File: config.mk
export PLATFORM = sky130hd
export DESIGN_NAME = register_file_mp
export DESIGN_NICKNAME = d
export VERILOG_FILES = /design/src/rtl/rf_pkg.sv /design/src/rtl/rf_scoreboard.sv /design/src/rtl/register_file_mp.sv
export SDC_FILE = /design/constraint.sdc
export NUM_CORES = 2
export LEC_CHECK = 0
export CAP_MARGIN = 30
export CORE_MARGIN = 1
export CORE_UTILIZATION = 30
export DETAILED_ROUTE_END_ITERATION = 7
export DONT_BUFFER_PORTS = 1
export PLACE_DENSITY = 0.5
export SLEW_MARGIN = 40
export SYNTH_ARGS = -nofsm -noshare
export SYNTH_HDL_FRONTEND = slang
export SYNTH_SLANG_ARGS = --single-unit
File: constraint.sdc
create_clock -name clk -period 37.4 [get_ports clk]
set_input_delay 5.61 -clock clk [delete_from_list [all_inputs] [get_ports clk]]
set_output_delay 5.61 -clock clk [all_outputs]
set_load 0.005 [all_outputs]
File: src/rtl/rf_pkg.sv
// Shared constants and types for the multi-port integer register file.
//   RF_WIDTH / RF_DEPTH : default data width and architectural register count
//   rf_addr_t / rf_data_t : register index and register value types
package rf_pkg;

    localparam int RF_WIDTH = 32;
    localparam int RF_DEPTH = 32;
    localparam int RF_AW    = $clog2(RF_DEPTH);

    typedef logic [RF_AW-1:0]    rf_addr_t;
    typedef logic [RF_WIDTH-1:0] rf_data_t;

endpackage

File: src/rtl/rf_scoreboard.sv
// Per-register busy scoreboard used by decode for RAW hazard detection.
// Ports:
//   clk, rst           : clock, async active-high reset (clears every busy bit)
//   wr_en, wr_addr     : write ports; a non-zero write clears its register's busy bit
//   sb_set_en/addr     : issue of a new producer; marks the register busy
//   sb_flush           : clears every busy bit
//   rd_addr            : read-port addresses
//   busy_raw           : registered busy bit of each read-port address (no bypass)
module rf_scoreboard
    import rf_pkg::*;
#(
    parameter int DEPTH  = RF_DEPTH,
    parameter int NUM_RD = 2,
    parameter int NUM_WR = 1,
    parameter int AW     = $clog2(DEPTH)
) (
    input  logic                   clk,
    input  logic                   rst,
    input  logic [NUM_WR-1:0]      wr_en,
    input  logic [NUM_WR*AW-1:0]   wr_addr,
    input  logic                   sb_set_en,
    input  logic [AW-1:0]          sb_set_addr,
    input  logic                   sb_flush,
    input  logic [NUM_RD*AW-1:0]   rd_addr,
    output logic [NUM_RD-1:0]      busy_raw
);

    logic [DEPTH-1:0] busy_q;
    logic [DEPTH-1:0] busy_d;

    // Priority, lowest to highest: write clear, new-producer set, flush.
    always_comb begin
        busy_d = busy_q;
        for (int k = 0; k < NUM_WR; k++) begin
            if (wr_en[k] && (wr_addr[k*AW +: AW] != '0))
                busy_d[wr_addr[k*AW +: AW]] = 1'b0;
        end
        if (sb_set_en && (sb_set_addr != '0))
            busy_d[sb_set_addr] = 1'b1;
        if (sb_flush)
            busy_d = '0;
        busy_d[0] = 1'b0;
    end

    always_ff @(posedge clk or posedge rst) begin
        if (rst) busy_q <= '0;
        else     busy_q <= busy_d;
    end

    always_comb begin
        busy_raw = '0;
        for (int j = 0; j < NUM_RD; j++)
            busy_raw[j] = busy_q[rd_addr[j*AW +: AW]];
    end

endmodule

File: src/rtl/register_file_mp.sv
// Parametrised multi-port integer register file with optional same-cycle
// write-to-read bypass and a busy scoreboard. x0 reads zero and is never busy.
// Ports:
//   clk, rst                 : clock, async active-high reset (regs and busy to 0)
//   wr_en/wr_addr/wr_data    : NUM_WR write ports, port k in slice k
//   rd_addr/rd_data          : NUM_RD combinational read ports, port j in slice j
//   rd_busy                  : per read port, register has an outstanding producer
//   sb_set_en/sb_set_addr    : mark a destination busy at issue
//   sb_flush                 : clear all busy bits
module register_file_mp
    import rf_pkg::*;
#(
    parameter int WIDTH  = RF_WIDTH,
    parameter int DEPTH  = RF_DEPTH,
    parameter int NUM_RD = 2,
    parameter int NUM_WR = 1,
    parameter int BYPASS = 1
) (
    input  logic                              clk,
    input  logic                              rst,
    input  logic [NUM_WR-1:0]                 wr_en,
    input  logic [NUM_WR*$clog2(DEPTH)-1:0]   wr_addr,
    input  logic [NUM_WR*WIDTH-1:0]           wr_data,
    input  logic [NUM_RD*$clog2(DEPTH)-1:0]   rd_addr,
    output logic [NUM_RD*WIDTH-1:0]           rd_data,
    output logic [NUM_RD-1:0]                 rd_busy,
    input  logic                              sb_set_en,
    input  logic [$clog2(DEPTH)-1:0]          sb_set_addr,
    input  logic                              sb_flush
);

    localparam int AW = $clog2(DEPTH);

    logic [WIDTH-1:0]  regs_q [DEPTH];
    logic [WIDTH-1:0]  regs_d [DEPTH];
    logic [NUM_RD-1:0] busy_raw;

    // Ports are applied in ascending order so the highest index wins a collision.
    always_comb begin
        regs_d = regs_q;
        for (int k = 0; k < NUM_WR; k++) begin
            if (wr_en[k] && (wr_addr[k*AW +: AW] != '0))
                regs_d[wr_addr[k*AW +: AW]] = wr_data[k*WIDTH +: WIDTH];
        end
        regs_d[0] = '0;
    end

    always_ff @(posedge clk or posedge rst) begin
        if (rst) begin
            for (int i = 0; i < DEPTH; i++)
                regs_q[i] <= '0;
        end else begin
            regs_q <= regs_d;
        end
    end

    rf_scoreboard #(
        .DEPTH  (DEPTH),
        .NUM_RD (NUM_RD),
        .NUM_WR (NUM_WR),
        .AW     (AW)
    ) u_sb (
        .clk         (clk),
        .rst         (rst),
        .wr_en       (wr_en),
        .wr_addr     (wr_addr),
        .sb_set_en   (sb_set_en),
        .sb_set_addr (sb_set_addr),
        .sb_flush    (sb_flush),
        .rd_addr     (rd_addr),
        .busy_raw    (busy_raw)
    );

    // Read muxes. rst gates the outputs so that a write forwarded through the
    // bypass cannot leak out while reset is held.
    always_comb begin
        logic [AW-1:0]    ra;
        logic [WIDTH-1:0] rv;
        logic             rb;
        logic             hit;
        rd_data = '0;
        rd_busy = '0;
        for (int j = 0; j < NUM_RD; j++) begin
            ra  = rd_addr[j*AW +: AW];
            rv  = regs_q[ra];
            rb  = busy_raw[j];
            hit = 1'b0;
            if (BYPASS != 0) begin
                for (int k = 0; k < NUM_WR; k++) begin
                    if (wr_en[k] && (wr_addr[k*AW +: AW] == ra)) begin
                        rv  = wr_data[k*WIDTH +: WIDTH];
                        hit = 1'b1;
                    end
                end
                // A completing write retires the producer, unless a new one
                // issues to the same register this cycle.
                if (hit)
                    rb = sb_set_en && (sb_set_addr == ra);
            end
            if (rst || (ra == '0)) begin
                rv = '0;
                rb = 1'b0;
            end
            rd_data[j*WIDTH +: WIDTH] = rv;
            rd_busy[j]                = rb;
        end
    end

endmodule

[Word level (Yosys, flattened, before mapping)]
Cells that the tools add are included.
W data, S select, Z words.
Word-level totals
  register bits: 1023
  input bits: 57
  output and inout bits: 66
  logic and storage cells: 97
Operators by class
  magnitude comparators: 10
  equal/unequal tests: 4
  mux-type cells: 30
  bitwise gates (word level): 6
  reductions and logical operators: 15
Operators by type and width (number)
  $bwmux W1024: 1
  $mux W32: 12
  $bmux W32 S5: 2
  $demux W32 S5: 1
  $and A32 B32 Y32: 1
  $not A32 Y32: 1
  $or A32 B32 Y32: 1
  $lt A5 B6 Y1 const B: 4
  $eq A5 B5 Y1: 4
  $ge A6 B6 Y1 const B: 3
  $not A5 Y6: 3
  $bmux W1 S5: 2
  $demux W1 S5: 2
  $ge A5 B1 Y1 const B: 2
  $logic_not A5 Y1: 2
  $mux W1: 10
  $reduce_bool A5 Y1: 2
  $logic_and A1 B1 Y1: 9
  $lt A6 B1 Y1 const B: 1
  $logic_or A1 B1 Y1: 2

[Depth between registers and ports, before layout]
  depth after elaboration: 10
  gate-level depth with buffers: 10
  depth with buffers taken out: 5

[Hierarchy]
Synthesis repeated with hierarchy kept, for this count alone.
Second synthesis, totals
  cells, all modules: 4205
  area, all modules: 56538.0 um2
Modules (own cells, without submodules)
  register_file_mp: times used 1, cells an instance 3973, area an instance 54527.3 um2
  rf_scoreboard: times used 1, cells an instance 232, area an instance 2010.7 um2

[Worst setup path before layout]
OpenSTA, ideal clock, no wires.
  kind: input-to-output
  from: in rst
  to: out rd_data[63]
  arrival: 30.360 ns
  required time: 31.790 ns
  slack: 1.430 ns
  cell stages on the path: 6
  buffers on the path: 1
  cell sequence: clkbuf_1 > inv_1 > o21ai_1 > nor2_1 > nand3_1 > a41oi_1
Between the ends
  word-level cells in the longest chain between the ends: 2
RTL lines
  start, declared: line register_file_mp.sv:20  | input logic rst,
  $logic_or A1 B1 Y1: line register_file_mp.sv:100  | if (rst || (ra == '0)) begin
  $mux W32: line register_file_mp.sv:100
  end, declared: line register_file_mp.sv:25  | output logic [NUM_RD*WIDTH-1:0] rd_data,
No other way between the ends.

[Worst setup path after layout]
  from: in rd_addr[1]
  to: out rd_data[17]
Between the ends
  word-level cells in the longest chain between the ends: 6
RTL lines
  start, declared: line register_file_mp.sv:24  | input logic [NUM_RD*$clog2(DEPTH)-1:0] rd_addr,
  $not A5 Y6 (implied by the code): line register_file_mp.sv:85  | rv = regs_q[ra];
  $bmux W32 S5: line register_file_mp.sv:85
  $mux W32 (implied by the code) (2 in series): line register_file_mp.sv:85
  $mux W32: line register_file_mp.sv:90  | if (wr_en[k] && (wr_addr[k*AW +: AW] == ra)) begin
  $mux W32 (*): line register_file_mp.sv:100
Every way passes the cells marked *; elsewhere a longest branch is shown, timed or not. The select of a mux whose other input is x is not followed.

==> results.md <==
- Status: completed
- Die Ht: 434.1 um
- Worst-path fanout max: 227
- Net Sw Power: 0.8707 mW
- Core area: 185400 sq um
- Unrepaired setup endpoints after global routing: false
- Dominant synthesized flop cell: dfrtp_1
- Req. time, crit path: 31.79 ns
- Pwr dens: 52.09 nW/um^2
- Share of cells above drive strength 1: 45.26%
- Register Area: 25600 sq um
- Post-synthesis mux area share: 39.70%
- Final setup viols: 0
- Critical path class: input pin to output pin
- Metal3 WL: 11370 um
- GRT Total Usage: 21.51%
- Adder-cell share of the synthesized area: 0%
- WL met2: 98080 um
- Clock Skew: 0 ns
- CTS Buf Count: 110
- R2r setup slk: 36.60 ns
- Crit path launch type: input pin
- Post-CTS Setup Repair Bufs: 0
- Synth area leaders: dfrtp_1 (46%), mux2_2 (22%), mux4_2 (15%), mux2i_1 (3.0%), clkbuf_1 (1.6%)
- Port bufs: 0
- Crit. End Element: output pin
- Root buf cell: clkbuf_16
- Remaining DRCs: 0
- XOR/XNOR Fraction of Synth Area: 0.3127%
- Vias: 37410
- Crit path time final: 14.29 ns
- TritonCTS clock tree: built
- Logic pwr share: 18.7%
- Fmax: 69.99 MHz
- IO Pins: 123
- DRT Pass-1 Iters: 6
- Post-synthesis sequential area ratio: 45.69%
- Worst Hold Class: flop to flop
- GPL Wtd Cong: 0.8141
- ANT nets after route: 0
- Commonest cells in the netlist: mux2_2 (1103), dfrtp_1 (1023), mux4_2 (361), clkbuf_1 (237), mux2i_1 (169)
- Nets: 3934
- Die Span X: 434.1 um
- Initial antenna violation count: 3
- Cells on worst reg2reg path: 1
- Largest net degree at the start of global routing: 295
- FF-to-FF End: regs_q[860]$_DFFE_PP0P_
- Compound-Gate Fraction of Synth Area: 6.631%
- Setup TNS: 0 ns
- Reg-to-reg startpoint: regs_q[860]$_DFFE_PP0P_
- Beginning of the critical path: rd_addr[1]
- Main combinational cell family by area after synthesis: multiplexers
- Max cap viols: 0
- CTS H-Tree Depth: 3
- Post-CTS resize count: 0
- First-pass GRT wire length: 292800 um
- Final Hold Vio Count: 0
- Uppermost layer routed: met5
- Clock sink total: 1023
- FP Rows: 158
- Seq pwr share: 45.5%
- Mapped cell area: 56020 sq um
- Vias in the first global route: 38020
- Synth cell types: 60
- Initial Util: 30.21%
- Post-synthesis cell count: 4126
- M1 WL: 83650 um
- HPWL Detailed: 116800 um
- Bufs on Longest Clock Path: 3
- Synth Area per Inst: 13.58 sq um
- Switch share: 26.96%
- Worst endpoint data arrival time: 8.68 ns
- Slew HR: 34.09%
- Syn_nets: 4183
- Area grow syn2layout: 10.69%
- Worst skew pair latency: 0.74 ns
- Post-CTS Hold Buffers: 0
- Largest area contributor in the netlist: dfrtp_1
- Slew @ Worst Pin: 0.9843 ns
- Tot Pwr: 3.230 mW
- Int Pwr: 2.359 mW
- Max Slew Vio Count: 0
- Clk slew on worst S/H paths: 0.06 ns
- Total gr overflow: 0
- Fill cell count: 18260
- Die Area: 188500 sq um
- Cell with the most instances after synthesis: mux2_2
- Ys Warns: 0
- Routed WL: 204000 um
- Via-to-Cell Ratio: 5.802
- Fin crit share: 38.20%
- Multi-input logic area: 28610 sq um
- Post-synth EDFFs: 0
- Synth top area share: 45.69%
- Clk pwr share: 35.8%
- FFs w/ async S/R, synth: 100.0%
- Drt initial violations: 3065
- Simple-gate share of the synthesized area: 3.944%
- P_leak: 25.86 nW
- Routed wire length per instance: 31.64 um
- Peak supply drop: 0.03752 mV
- CP endpoint: rd_data[17]
- Post-synthesis register bit count: 1023
## cell type report
class                      count  share of cell area [%]
clock inverter                44                  0.8717
sequential                  1023                   41.28
timing repair buffer          81                   1.435
clock buffer                 157                   5.212
tap                         2480                   5.004
inverter                       7                 0.05650
multi-input combinational   2654                   46.14
antenna                        1                0.004035
## registers in the layout (all words and copies together), names as in the netlist
| signal | cells |
|---|---|
| u_sb.busy_q | 31 |
| regs_q | 992 |
## cell families after synthesis
group / Yosys count
buffers and inverters: 449
DFF: 1023
AOI/OAI and AO/OA: 527
and+or+nand+nor: 474
xor gates and xnor gates: 20
muxes: 1633
## metrics by stage
step	util, %	hold slack, ns	instances	area (sq um)	worst slack [ns]
floorplan	-	0.4874	4126	56020	1.430
global placement	31.20	0.4992	6234	57850	23.15
detailed placement	31.34	0.5077	6241	58110	23.33
CTS	33.37	0.5211	6442	61880	23.32
global route	33.44	0.5374	6446	62010	23.12
finish	33.44	0.5215	6447	62010	23.11
## cells in the final DEF, fill, tap and decap left out, types with 11 or more instances in the layout
cell | Yosys | layout
a21oi_1 | 102 | 101
a221oi_1 | 26 | 23
a22oi_1 | 93 | 93
a32oi_1 | 12 | 12
buf_4 | 40 | 47
buf_6 | 15 | 21
bufinv_16 | 0 | 11
clkbuf_1 | 237 | 19
clkbuf_16 | 0 | 112
clkbuf_8 | 0 | 26
clkinv_2 | 0 | 22
dfrtp_1 | 1023 | 1023
mux2_2 | 1103 | 1103
mux2i_1 | 169 | 169
mux4_2 | 361 | 361
nand2_1 | 168 | 152
nand2_2 | 0 | 15
nand2b_1 | 20 | 17
nand3_1 | 48 | 47
nor2_1 | 122 | 105
nor2_4 | 0 | 14
nor2b_1 | 22 | 13
nor3b_1 | 18 | 18
nor4_1 | 13 | 13
o211ai_1 | 20 | 20
o21ai_0 | 58 | 58
o221ai_1 | 68 | 68
o22ai_1 | 62 | 62
o32a_1 | 20 | 20
or4_1 | 12 | 12
xor2_1 | 16 | 16
## worst min-delay path by stage
stage | endpoint | slack (ns) | depth (start not counted) | start
global placement | regs_q[702]$_DFFE_PP0P_ | 0.50 | 1 | regs_q[702]$_DFFE_PP0P_
floorplan | u_sb.busy_q[3]$_DFF_PP0_ | 0.49 | 2 | u_sb.busy_q[3]$_DFF_PP0_
CTS | regs_q[687]$_DFFE_PP0P_ | 0.52 | 1 | regs_q[687]$_DFFE_PP0P_
detailed placement | regs_q[687]$_DFFE_PP0P_ | 0.51 | 1 | regs_q[687]$_DFFE_PP0P_
global route | regs_q[689]$_DFFE_PP0P_ | 0.54 | 1 | regs_q[689]$_DFFE_PP0P_
finish | regs_q[571]$_DFFE_PP0P_ | 0.52 | 1 | regs_q[571]$_DFFE_PP0P_
## worst max-delay path, cell delays in order
cell and delay (ns):
xor2_1 0.25, nor4_1 0.41, and3_2 0.25, buf_4 0.49
nand2_1 0.76, a41oi_1 0.66
## per-layer routing
layer	up-vias	global-route usage, %
li1	15320	-
met1	20310	27.76
met2	1344	35.10
met3	431	3.124
met4	2	10.84
met5	-	0
## power by group through the flow
stage / registers (mW) / logic [mW] / clock network (mW)
3_3_place_gp: 1.47 / 0.583 / 0
6_report: 1.47 / 0.604 / 1.16
4_1_cts: 1.46 / 0.594 / 1.18
3_5_place_dp: 1.48 / 0.593 / 0
2_1_floorplan: 1.44 / 0.513 / 0
5_1_grt: 1.50 / 0.644 / 1.22
(Power assumes the default switching activity.)
